[src/rtl/uart_rx_core.sv]
// UART receiver core: oversampled start/data/parity/stop capture with a
// single-entry output holding register, valid/ready handoff and sticky
// error/overrun flags. The receive FSM never waits on the consumer.
module uart_rx_core #(
  parameter int unsigned OVERSAMPLE = 16,   // baud ticks per bit, even, 8..32
  parameter bit          PARITY_EN  = 1'b1, // 1: a parity bit follows the data
  parameter bit          PARITY_ODD = 1'b0  // 0: even parity, 1: odd parity
) (
  input  logic       clk,
  input  logic       reset_n,
  input  logic       baud_tick,
  input  logic       rx_in,
  input  logic       rx_ready,
  output logic [7:0] rx_data,
  output logic       rx_valid,
  output logic       parity_err,
  output logic       frame_err,
  output logic       overrun,
  output logic       busy
);

  localparam int unsigned    TW      = $clog2(OVERSAMPLE);
  localparam logic [TW-1:0]  TC_HALF = TW'(OVERSAMPLE / 2 - 1);
  localparam logic [TW-1:0]  TC_LAST = TW'(OVERSAMPLE - 1);
  localparam logic [TW-1:0]  TC_ONE  = TW'(1);

  typedef enum logic [2:0] {
    S_IDLE,
    S_START,
    S_DATA,
    S_PARITY,
    S_STOP
  } state_t;

  // Receive-side state
  logic [1:0]    r_sync;
  state_t        r_state;
  logic [TW-1:0] r_tcnt;
  logic [2:0]    r_bcnt;
  logic [7:0]    r_shift;
  logic          r_par_bad;

  // Output holding register
  logic [7:0]    r_rx_data;
  logic          r_rx_valid;
  logic          r_parity_err;
  logic          r_frame_err;
  logic          r_overrun;

  // Next-state values and per-clk events
  logic          w_rx_s;
  state_t        w_state_nxt;
  logic [TW-1:0] w_tcnt_nxt;
  logic [2:0]    w_bcnt_nxt;
  logic [7:0]    w_shift_nxt;
  logic          w_par_bad_nxt;
  logic          w_done;
  logic          w_stop_bad;
  logic          w_accept;

  assign w_rx_s   = r_sync[1];
  assign w_accept = r_rx_valid & rx_ready;

  // Two-flop synchronizer for the asynchronous serial line; resets to idle-high.
  always_ff @(posedge clk or negedge reset_n) begin
    // NOTE: clocked state uses non-blocking assignments so every flop samples
    // the pre-edge values; blocking here would collapse the two stages into one.
    if (!reset_n) r_sync <= 2'b11;
    else          r_sync <= {r_sync[0], rx_in};
  end

  // FSM state register plus its tick/bit counters and data shifter.
  always_ff @(posedge clk or negedge reset_n) begin
    if (!reset_n) begin
      r_state   <= S_IDLE;
      r_tcnt    <= '0;
      r_bcnt    <= '0;
      r_shift   <= '0;
      r_par_bad <= 1'b0;
    end else begin
      r_state   <= w_state_nxt;
      r_tcnt    <= w_tcnt_nxt;
      r_bcnt    <= w_bcnt_nxt;
      r_shift   <= w_shift_nxt;
      r_par_bad <= w_par_bad_nxt;
    end
  end

  // Next-state logic: count baud ticks, sample mid-bit, flag frame completion.
  always_comb begin
    // NOTE: every signal gets a default before the case so no path leaves it
    // unassigned; a missing default here would infer a latch.
    w_state_nxt   = r_state;
    w_tcnt_nxt    = r_tcnt;
    w_bcnt_nxt    = r_bcnt;
    w_shift_nxt   = r_shift;
    w_par_bad_nxt = r_par_bad;
    w_done        = 1'b0;
    w_stop_bad    = 1'b0;
    case (r_state)
      S_IDLE: begin
        if (!w_rx_s) begin
          w_state_nxt = S_START;
          w_tcnt_nxt  = '0;
        end
      end
      S_START: begin
        if (baud_tick) begin
          if (r_tcnt == TC_HALF) begin
            // Line back high at mid start bit means a glitch, not a frame.
            w_state_nxt   = w_rx_s ? S_IDLE : S_DATA;
            w_tcnt_nxt    = '0;
            w_bcnt_nxt    = '0;
            w_par_bad_nxt = 1'b0;
          end else begin
            w_tcnt_nxt = r_tcnt + TC_ONE;
          end
        end
      end
      S_DATA: begin
        if (baud_tick) begin
          if (r_tcnt == TC_LAST) begin
            w_tcnt_nxt  = '0;
            w_shift_nxt = {w_rx_s, r_shift[7:1]};
            w_bcnt_nxt  = r_bcnt + 3'd1;
            if (r_bcnt == 3'd7) w_state_nxt = PARITY_EN ? S_PARITY : S_STOP;
          end else begin
            w_tcnt_nxt = r_tcnt + TC_ONE;
          end
        end
      end
      S_PARITY: begin
        if (baud_tick) begin
          if (r_tcnt == TC_LAST) begin
            w_tcnt_nxt    = '0;
            w_par_bad_nxt = (^r_shift) ^ w_rx_s ^ PARITY_ODD;
            w_state_nxt   = S_STOP;
          end else begin
            w_tcnt_nxt = r_tcnt + TC_ONE;
          end
        end
      end
      S_STOP: begin
        if (baud_tick) begin
          if (r_tcnt == TC_LAST) begin
            w_tcnt_nxt  = '0;
            w_done      = 1'b1;
            w_stop_bad  = ~w_rx_s;
            w_state_nxt = S_IDLE;
          end else begin
            w_tcnt_nxt = r_tcnt + TC_ONE;
          end
        end
      end
      default: begin
        w_state_nxt = S_IDLE;
        w_tcnt_nxt  = '0;
      end
    endcase
  end

  // Output holding register: load on completion when free or being accepted,
  // otherwise drop the new frame and flag overrun; a bare accept empties it.
  always_ff @(posedge clk or negedge reset_n) begin
    if (!reset_n) begin
      r_rx_data    <= 8'h00;
      r_rx_valid   <= 1'b0;
      r_parity_err <= 1'b0;
      r_frame_err  <= 1'b0;
      r_overrun    <= 1'b0;
    end else if (w_done) begin
      if (!r_rx_valid || rx_ready) begin
        r_rx_data    <= w_shift_nxt;
        r_parity_err <= PARITY_EN & r_par_bad;
        r_frame_err  <= w_stop_bad;
        r_rx_valid   <= 1'b1;
        r_overrun    <= 1'b0;
      end else begin
        r_overrun    <= 1'b1;
      end
    end else if (w_accept) begin
      r_rx_valid <= 1'b0;
      r_overrun  <= 1'b0;
    end
  end

  assign rx_data    = r_rx_data;
  assign rx_valid   = r_rx_valid;
  assign parity_err = r_parity_err;
  assign frame_err  = r_frame_err;
  assign overrun    = r_overrun;
  assign busy       = (r_state != S_IDLE);

endmodule

[config.mk]
export PLATFORM = sky130hd
export DESIGN_NAME = uart_rx_core
export DESIGN_NICKNAME = d
export VERILOG_FILES = /design/src/rtl/uart_rx_core.sv
export SDC_FILE = /design/constraint.sdc
export NUM_CORES = 1
export LEC_CHECK = 0
export CORE_MARGIN = 2
export CORE_UTILIZATION = 45
export CTS_BUF_LIST = sky130_fd_sc_hd__clkbuf_16
export CTS_CLUSTER_SIZE = 20
export DETAILED_ROUTE_END_ITERATION = 10
export PLACE_DENSITY_LB_ADDON = 0.2
export SLEW_MARGIN = 20
export SYNTH_ARGS = -nofsm -noshare
export SYNTH_HDL_FRONTEND = slang
export SYNTH_SLANG_ARGS = --single-unit
[constraint.sdc]
create_clock -name clk -period 2.7 [get_ports clk]
set_clock_uncertainty 0.15 [all_clocks]
set_input_delay 0.27 -clock clk [delete_from_list [all_inputs] [get_ports clk]]
set_output_delay 0.27 -clock clk [all_outputs]
set_load 0.005 [all_outputs]
==> implementation parameters, run 1 <==
Parameter                              Value

Die
  Total die area    0.004097 mm^2
  Initial core utilization    0.4780
  Y dimension of the die    roughly 64 um
  Placeable core region    0.003390 mm^2
  Floorplan row count    21
  Width of the chip    64.01 um
  Number of top-level design ports    18

Synth
  Top-area cell type share of the netlist area    0.4788
  Post-Syn Instances    139
  Ranking of synthesized cells by area    dfrtp_1 48%, mux2_2 6.9%, mux2_4 6.5%, o21ai_0 4.0%, nand2_1 3.5%
  Most instantiated library cell after synthesis    dfrtp_1
  Synth cell count leaders    31 x dfrtp_1, 15 x nand2_1, 13 x o21ai_0
  Average footprint of a synthesized cell    11.66 um^2
  Count of warnings emitted by yosys    0
  Number of unique standard cell types used by synthesis    41
  Netlist Area Pre-Place    0.001620 mm^2
  Share of flip-flops with an asynchronous set or reset after synthesis    1.000
  Syn Nets    around 150
  Commonest register cell after synthesis    dfrtp_1
  Cell type contributing the most total cell area after synthesis    dfrtp_1
  #FFs+latches synth    33
  Number of synthesized flops with an enable pin    0
  Sequential share of the synthesized area    0.5112

Cells and area
  Diodes inserted    0
  Fraction of final layout cells sized beyond drive strength 1    0.2013
  Post-layout net count    between 150 and 200
  Summed area of non-filler cells in the final layout    0.001961 mm^2
  Final cell count without fillers    slightly above 200
  Layout Area Growth over Synthesis    21.00%
  Final design utilization    0.5784

Critical path
  Maximum net fanout on the critical path    11
  Number of cells on the worst reg-to-reg path    5
  Element type at the critical path start    register
  Startpoint of the lowest-slack register-to-register path    r_tcnt[0]
  Startpoint-to-endpoint class of the critical path    reg -> reg
  Reg2reg end    rx_data[0]
  CP endpoint kind    register
  Flop2flop setup slack    about 0.49 ns
  CP required    2.71 ns
  Critical Path AT    2.22 ns

Clock tree
  CTS H-tree lvls    2
  Clock insertion delay at the later pin of the skew report    0.27 ns
  Clock tree root buffer cell    clkbuf_16
  Total setup buffers inserted after CTS    0
  Maximum clock insertion buffer count    2
  Clock tree from TritonCTS    built
  Cts-stage hold buffer count    0
  Clock buffer count from CTS    5
  Count of instances resized after the clock tree is built    0
  Clock transition time at the flip-flop clock pins of the worst setup and hold paths    ~0.05 ns
  CTS Sinks    33

STA
  Final total negative setup slack    0 ns
  Unrepaired setup endpoints after global routing    no
  Headroom to the max-slew limit    0.5917
  Worst slew pin tran    between 0.6 and 0.7 ns
  Final worst path period need    2.207 ns
  Count of final max-slew check failures    0
  Total count of hold-check failures in the final report    0
  Fin crit share    0.8175
  Maximum clock frequency    ~0.45 GHz
  Final hold slack    about 0.21 ns
  Final setup violating endpoints    0

Route
  Routed wire length    between 2000 and 3000 um
  DRC marker count from the first detailed-route iteration    44
  Pre-Repair DR Iteration Count    4
  Via count    approximately 1,100
  Avg WL per Cell    14.45 um
  Detail Route Antenna Nets    0
  Via-per-instance ratio    5.380
  Residual DRC count    0

Run
  Maximum Capacitance Violations    0

Global route
  Number of antenna violations at the first check in global routing    0
  First-pass GRT wire length    5119 um
  Grt total ovfl    0
  Number of global-route vias before repair    ~1,100
  Pin count of the biggest net entering global routing    34
  Global-route total usage across every layer    0.1660

Place
  Placer's final routability congestion estimate    0.7945
  Placed insts    197
  IO buf count    17
  Placed instance area    between 0.0015 and 0.002 mm^2
  DP HPWL    2125 um

Worst hold path
  Number of stages on the worst hold path    0
  Hold/Removal Path Class    reg -> reg
  Destination of the worst hold path    r_sync[1]
  Critical hold path startpoint    r_sync[0]

Power
  Lkg Pwr    0.9204 nW
  Peak supply drop    0.3440 mV
  Total power divided by cell area    approximately 730 mW/mm^2

Status
  Status    complete, no violations
## registers in the layout, summed over array words and instances, names as in the netlist
register,flops
r_shift,8
rx_data,8
r_tcnt,4
r_bcnt,3
r_state,3
r_sync,2
frame_err,1
overrun,1
parity_err,1
r_par_bad,1
rx_valid,1
## power breakdown
group          switching, W  internal [W]  total, W
Clock              0.000185      0.000332  0.000517
Sequential        0.0000907      0.000544  0.000634
Combinational      0.000141      0.000132  0.000273
## metal layers
metal  track usage  routed length (um)
met5             0                   0
met4       0.08152                  46
met1        0.2152                1342
met2        0.2513                1427
met3       0.05106                 146
## per-stage QoR
stage	power (W)	setup slack (ns)
6_report	0.001425	0.4927
5_1_grt	0.001526	0.3551
4_1_cts	0.001439	0.4840
3_5_place_dp	0.0009163	0.3911
3_3_place_gp	0.0009008	0.4219
2_1_floorplan	0.0008444	0.7761
## final cells by class
cell class,instances,area [um^2]
clock inverters,3,12.51
repair buffers,19,185.2
clock buffers,5,125.1
fillers,294,1429
well taps,46,57.56
flip-flops and latches,33,828.3
multi-input cells,94,733.2
inverters,5,18.77
## cell families after synthesis
kind of cell,synth area share
compound gates,0.09730
xor+xnor,0.05174
fa+ha+maj,0.02317
buf+inv,0.03629
flops,0.5112
mux,0.1467
simple gates,0.1336
## how the worst max path moves through the flow
stage	startpoint	to	depth (start not counted)
2_1_floorplan	r_tcnt[0]	rx_data[1]	6
3_3_place_gp	baud_tick	rx_data[0]	5
3_5_place_dp	baud_tick	rx_data[0]	5
4_1_cts	r_tcnt[0]	rx_data[0]	5
5_1_grt	r_tcnt[0]	rx_data[5]	5
6_report	r_tcnt[0]	rx_data[0]	5
## cells in the final DEF, fill, tap and decap left out, types with 2 or more instances in the layout
master and instances:
nor2_1 2, mux2_4 7, clkdlybuf4s50_1 17, o211ai_1 3, dfrtp_1 31, nand4_1 2
buf_4 2, nand2_1 15, mux2_2 10, clkbuf_16 5, xnor2_1 6, clkinv_1 2
o21ai_0 13, inv_1 5, nand3_1 7, ha_1 3, dfstp_2 2, mux2i_1 2
## worst max-delay path, stage by stage, from the launching register on
cell and delay (ns):
dfrtp_1 0.38, ha_1 0.31, and4_4 0.29, nand3_2 0.29, mux2_4 0.41, mux2_2 0.26
No activity file was read; power rests on OpenSTA's default activity.
==> run 2, diff against run 1 <==
clock period = 2.1 ns   (was 2.7 ns; I/O delays follow)
==> run 2 against run 1 <==
- clock power is 83% higher
- register-to-register slack worse by 0.41 ns
- largest cell class unchanged
- sequential power is 22% higher
- routed wire length is 6.6% higher
- sequential cell count stayed put
- sequential share of layout area is 2.6 points lower
- worst setup slack worse by 0.41 ns
==> implementation parameters, run 2 (synthesized netlist as in run 1, its figures left out) <==
Parameter                              Value

Clock tree
  CTS Sinks    33
  Clock transition time at the flip-flop clock pins of the worst setup and hold paths    about 0.060 ns
  Maximum clock insertion buffer count    2
  Clock insertion delay at the later pin of the skew report    0.28 ns
  Clock tree from TritonCTS    built
  CTS H-tree lvls    2
  Clock buffer count from CTS    5
  Cts-stage hold buffer count    0
  Clock tree root buffer cell    clkbuf_16

Cells and area
  Post-layout net count    175
  Final design utilization    0.6176
  Filler Cells Inserted    284
  Commonest non-fill, non-tap cells in the layout    30 x dfrtp_1, 17 x clkdlybuf4s50_1, 15 x nand2_1
  Most common cell after layout, fill and taps aside    dfrtp_1
  Layout Area Growth over Synthesis    29.19%
  Diodes inserted    0
  Fraction of final layout cells sized beyond drive strength 1    0.2738
  Summed area of non-filler cells in the final layout    about 0.0021 mm^2

Route
  Residual DRC count    0
  Detail Route Antenna Nets    0
  DRC marker count from the first detailed-route iteration    41
  Routed metal-1 wirelength    1486 um
  Routed wire length    between 3000 and 4000 um
  Via-per-instance ratio    approximately 5.4
  Via count    approximately 1,200
  Met3 Routed Length    141 um
  Uppermost layer routed    met4
  Metal2 WL    1498 um
  Avg WL per Cell    14.76 um
  Pre-Repair DR Iteration Count    5

Global route
  Number of antenna violations at the first check in global routing    0
  Global-route total usage across every layer    0.1783
  Number of global-route vias before repair    roughly 1,200
  Pin count of the biggest net entering global routing    34
  First-pass GRT wire length    ~5600 um
  Grt total ovfl    0

Power
  Peak supply drop    0.5163 mV
  Lkg Pwr    just under 1 nW
  Total power divided by cell area    1046 mW/mm^2

Place
  DP HPWL    2149 um
  IO buf count    17
  Placed instance area    0.001891 mm^2
  Placer's final routability congestion estimate    0.9614

STA
  Worst slew pin tran    0.6642 ns
  Fin crit share    0.9626
  Final total negative setup slack    0 ns
  Final worst path period need    2.022 ns
  Total count of hold-check failures in the final report    0
  Unrepaired setup endpoints after global routing    no
  Final setup violating endpoints    0
  Headroom to the max-slew limit    0.5516
  Maximum clock frequency    0.4947 GHz
  Count of final max-slew check failures    0

Critical path
  Reg2reg end    rx_data[0]
  Startpoint-to-endpoint class of the critical path    reg -> reg
  CP endpoint kind    register
  CP required    2.11 ns
  Maximum net fanout on the critical path    9
  Number of cells on the worst reg-to-reg path    5
  Startpoint of the lowest-slack register-to-register path    r_tcnt[0]
  Critical Path AT    2.03 ns
  Element type at the critical path start    register
  Flop2flop setup slack    just under 0.08 ns

Die
  Placeable core region    0.003390 mm^2
  Total die area    0.004097 mm^2
  Initial core utilization    0.4780
  Number of top-level design ports    18
  Floorplan row count    21
  Y dimension of the die    64.01 um
  Width of the chip    64.01 um

Worst hold path
  Hold/Removal Path Class    in -> async

Run
  Maximum Capacitance Violations    0

Status
  Status    complete, no violations
## run 2: worst max path at each step
stage,from,end,slack (ns)
after global routing,r_tcnt[0],rx_data[3],0.001
final,r_tcnt[0],rx_data[0],0.08
after floorplan,r_tcnt[0],rx_data[1],0.18
after CTS,r_state[0],busy,0.04
after detailed placement,baud_tick,rx_data[0],-0.02
after global placement,baud_tick,rx_data[0],0.004
## run 2: area by class of cell
class                   instances  area (um^2)  area share
repair buffers                 28        252.7      0.1207
well taps                      46        57.56     0.02750
flip-flops and latches         33        829.5      0.3963
clock inverters                 3        65.06     0.03108
multi-input cells              94        744.5      0.3556
inverters                       5        18.77    0.008966
clock buffers                   5        125.1     0.05977
## run 2: routing by layer
metal | track usage | vias to the layer above
met5 | 0 | -
met2 | 0.2799 | 28
li1 | - | 555
met4 | 0.06522 | 0
met3 | 0.05106 | 5
met1 | 0.2344 | 562
## run 2: power by group
part           switching, W  internal (W)  total [W]  leakage [nW]
Clock              0.000267      0.000677   0.000944        0.0938
Combinational      0.000252      0.000223   0.000475         0.458
Sequential        0.0000710      0.000701   0.000771         0.440
Total              0.000590       0.00160    0.00219         0.992
## run 2: per-stage QoR
stage / power, W / worst slack [ns] / hold slack [ns] / std cells
global placement: 0.001204 / 0.003753 / 0.1958 / 206
floorplan: 0.001086 / 0.1761 / -0.2356 / 139
finish: 0.002190 / 0.07848 / 0.1795 / 214
global route: 0.002302 / 0.001190 / 0.1859 / 214
detailed placement: 0.001234 / -0.02145 / 0.1992 / 206
CTS: 0.002186 / 0.04367 / 0.1869 / 214
## run 2: critical path, cell delays in order, from the launching register on
cell	delay [ns]
dfrtp_1	0.38
ha_1	0.19
and4_4	0.23
nand3_2	0.27
mux2_4	0.41
mux2_2	0.27
## run 2: what timing repair did
action | in CTS | in global routing
cloned | 0 | 0
setup buffers | 0 | 0
pin swaps | 0 | 0
gates resized for setup | 1 | 2
endpoints found under the setup margin | 1 | 2
==> run 3, diff against run 2 <==
CORE_ASPECT_RATIO = 1.25   (was unset)
SETUP_SLACK_MARGIN = 0.1   (was unset)
==> run 3 against run 2 <==
- clock-buffer cell count did not move
- via count rose by 1.3%
- sequential power fell by 2%
- critical endpoint is now rx_data[7]
- highest routed layer unchanged
==> implementation parameters, run 3 (synthesized netlist as in run 1, its figures left out) <==
Parameter                              Value

Run
  Maximum Capacitance Violations    0

Die
  Total die area    0.004100 mm^2
  Initial core utilization    0.4652
  Y dimension of the die    71.09 um
  Floorplan row count    24
  Number of top-level design ports    18
  Width of the chip    about 58 um
  Placeable core region    0.003483 mm^2

STA
  Final setup violating endpoints    0
  Maximum clock frequency    approximately 0.52 GHz
  Count of final max-slew check failures    0
  Worst slew pin tran    0.5059 ns
  Unrepaired setup endpoints after global routing    no
  Final worst path period need    1.921 ns
  Fin crit share    0.9147
  Total count of hold-check failures in the final report    0
  Final total negative setup slack    0 ns
  Headroom to the max-slew limit    0.6592

Power
  Switch Pwr    0.0005555 W
  P_int    approximately 0.0014 W
  Clk pwr share    0.345
  Switch share    0.2907
  Peak supply drop    0.8558 mV
  Logic gate share of total power    0.259
  Total power divided by cell area    932.3 mW/mm^2
  Lkg Pwr    between 0.9 and 1 nW
  Sequential group share of total power    0.396

Cells and area
  Layout Area Growth over Synthesis    26.49%
  Fraction of final layout cells sized beyond drive strength 1    0.2619
  Most common cell after layout, fill and taps aside    dfrtp_1
  Commonest non-fill, non-tap cells in the layout    30 x dfrtp_1, 16 x clkdlybuf4s50_1, 15 x nand2_1
  Post-layout net count    176
  Final cell count without fillers    around 210
  Filler Cells Inserted    287
  Diodes inserted    0

Route
  Pre-Repair DR Iteration Count    4
  DRC marker count from the first detailed-route iteration    15
  Via count    1,165
  Residual DRC count    0
  Via-per-instance ratio    5.628
  Routed wire length    around 3200 um
  Avg WL per Cell    ~15 um
  Detail Route Antenna Nets    0

Global route
  Pin count of the biggest net entering global routing    34
  Number of antenna violations at the first check in global routing    0
  Grt total ovfl    0
  Global-route total usage across every layer    0.1691
  First-pass GRT wire length    5237 um
  Number of global-route vias before repair    1,197

Place
  Placer's final routability congestion estimate    0.7996
  Placed insts    199
  DP HPWL    2186 um
  IO buf count    17

Critical path
  CP required    approximately 2.1 ns
  Critical Path AT    1.92 ns
  Startpoint-to-endpoint class of the critical path    reg -> reg
  Number of cells on the worst reg-to-reg path    6
  Flop2flop setup slack    around 0.18 ns
  Element type at the critical path start    register
  Reg2reg end    rx_data[7]
  Startpoint of the lowest-slack register-to-register path    r_tcnt[0]
  Maximum net fanout on the critical path    11
  CP endpoint kind    register

Clock tree
  Clock transition time at the flip-flop clock pins of the worst setup and hold paths    0.05 ns
  CTS H-tree lvls    2
  Maximum clock insertion buffer count    2
  CTS Sinks    33
  Clock tree root buffer cell    clkbuf_16
  Clock buffer count from CTS    5
  Clock tree from TritonCTS    built
  Clock insertion delay at the later pin of the skew report    0.28 ns
  Cts-stage hold buffer count    0

Worst hold path
  Hold/Removal Path Class    in -> async

Status
  Status    complete, no violations
[run 3: routing by layer]
layer  up-vias  track usage  part of all wire
li1        555            -                 -
met1       586       0.1868              0.43
met2        20       0.2866              0.52
met3         4      0.05484             0.041
met4         0      0.08527             0.013
met5         -            0                 0
[run 3: cell type report]
cell class | instances | area (um^2) | share of cell area
inverters | 5 | 18.77 | 0.009157
repair buffers | 29 | 275.3 | 0.1343
multi-input cells | 94 | 744.5 | 0.3632
well taps | 39 | 48.80 | 0.02381
clock inverters | 2 | 7.507 | 0.003663
flip-flops and latches | 33 | 829.5 | 0.4048
clock buffers | 5 | 125.1 | 0.06105
[run 3: power groups by stage]
stage / sequential (W) / combinational [W] / clock [W]
2_1_floorplan: 0.000740 / 0.000345 / 0
6_report: 0.000757 / 0.000495 / 0.000658
5_1_grt: 0.000764 / 0.000552 / 0.000706
3_5_place_dp: 0.000770 / 0.000456 / 0
4_1_cts: 0.000755 / 0.000483 / 0.000673
3_3_place_gp: 0.000768 / 0.000444 / 0
[run 3: stage by stage]
stage	total power [W]	utilization	hold slack [ns]	worst slack [ns]	area, um^2
4_1_cts	0.001911	0.5858	0.1896	0.1093	2041
2_1_floorplan	0.001086	-	-0.2356	0.1761	1620
3_3_place_gp	0.001213	0.5438	0.1981	0.09501	1894
6_report	0.001911	0.5884	0.1795	0.1791	2049
3_5_place_dp	0.001226	0.5438	0.1972	0.06425	1894
5_1_grt	0.002022	0.5884	0.2067	0.1081	2049
[run 3: how the worst max path moves through the flow]
stage                       to  cells past startpoint  slack (ns)        from
floorplan           rx_data[1]                      6        0.18   r_tcnt[0]
global route        rx_data[7]                      6        0.11   r_tcnt[0]
CTS                       busy                      3        0.11  r_state[2]
finish              rx_data[7]                      6        0.18   r_tcnt[0]
global placement    rx_data[6]                      6         0.1   baud_tick
detailed placement  rx_data[0]                      6        0.06   baud_tick
[run 3: worst max-delay path, stage by stage (launching register included)]
cell     delay (ns)
dfrtp_1        0.40
ha_1           0.23
and4_4         0.18
nand3_2        0.09
buf_12         0.14
mux2_2         0.34
mux2_2         0.25
[run 3: timing repair]
action,in CTS,in global routing
pin swaps,0,0
endpoints found under the hold margin,0,0
setup buffers,1,0
setup endpoints to repair,1,3
gates resized for setup,2,3
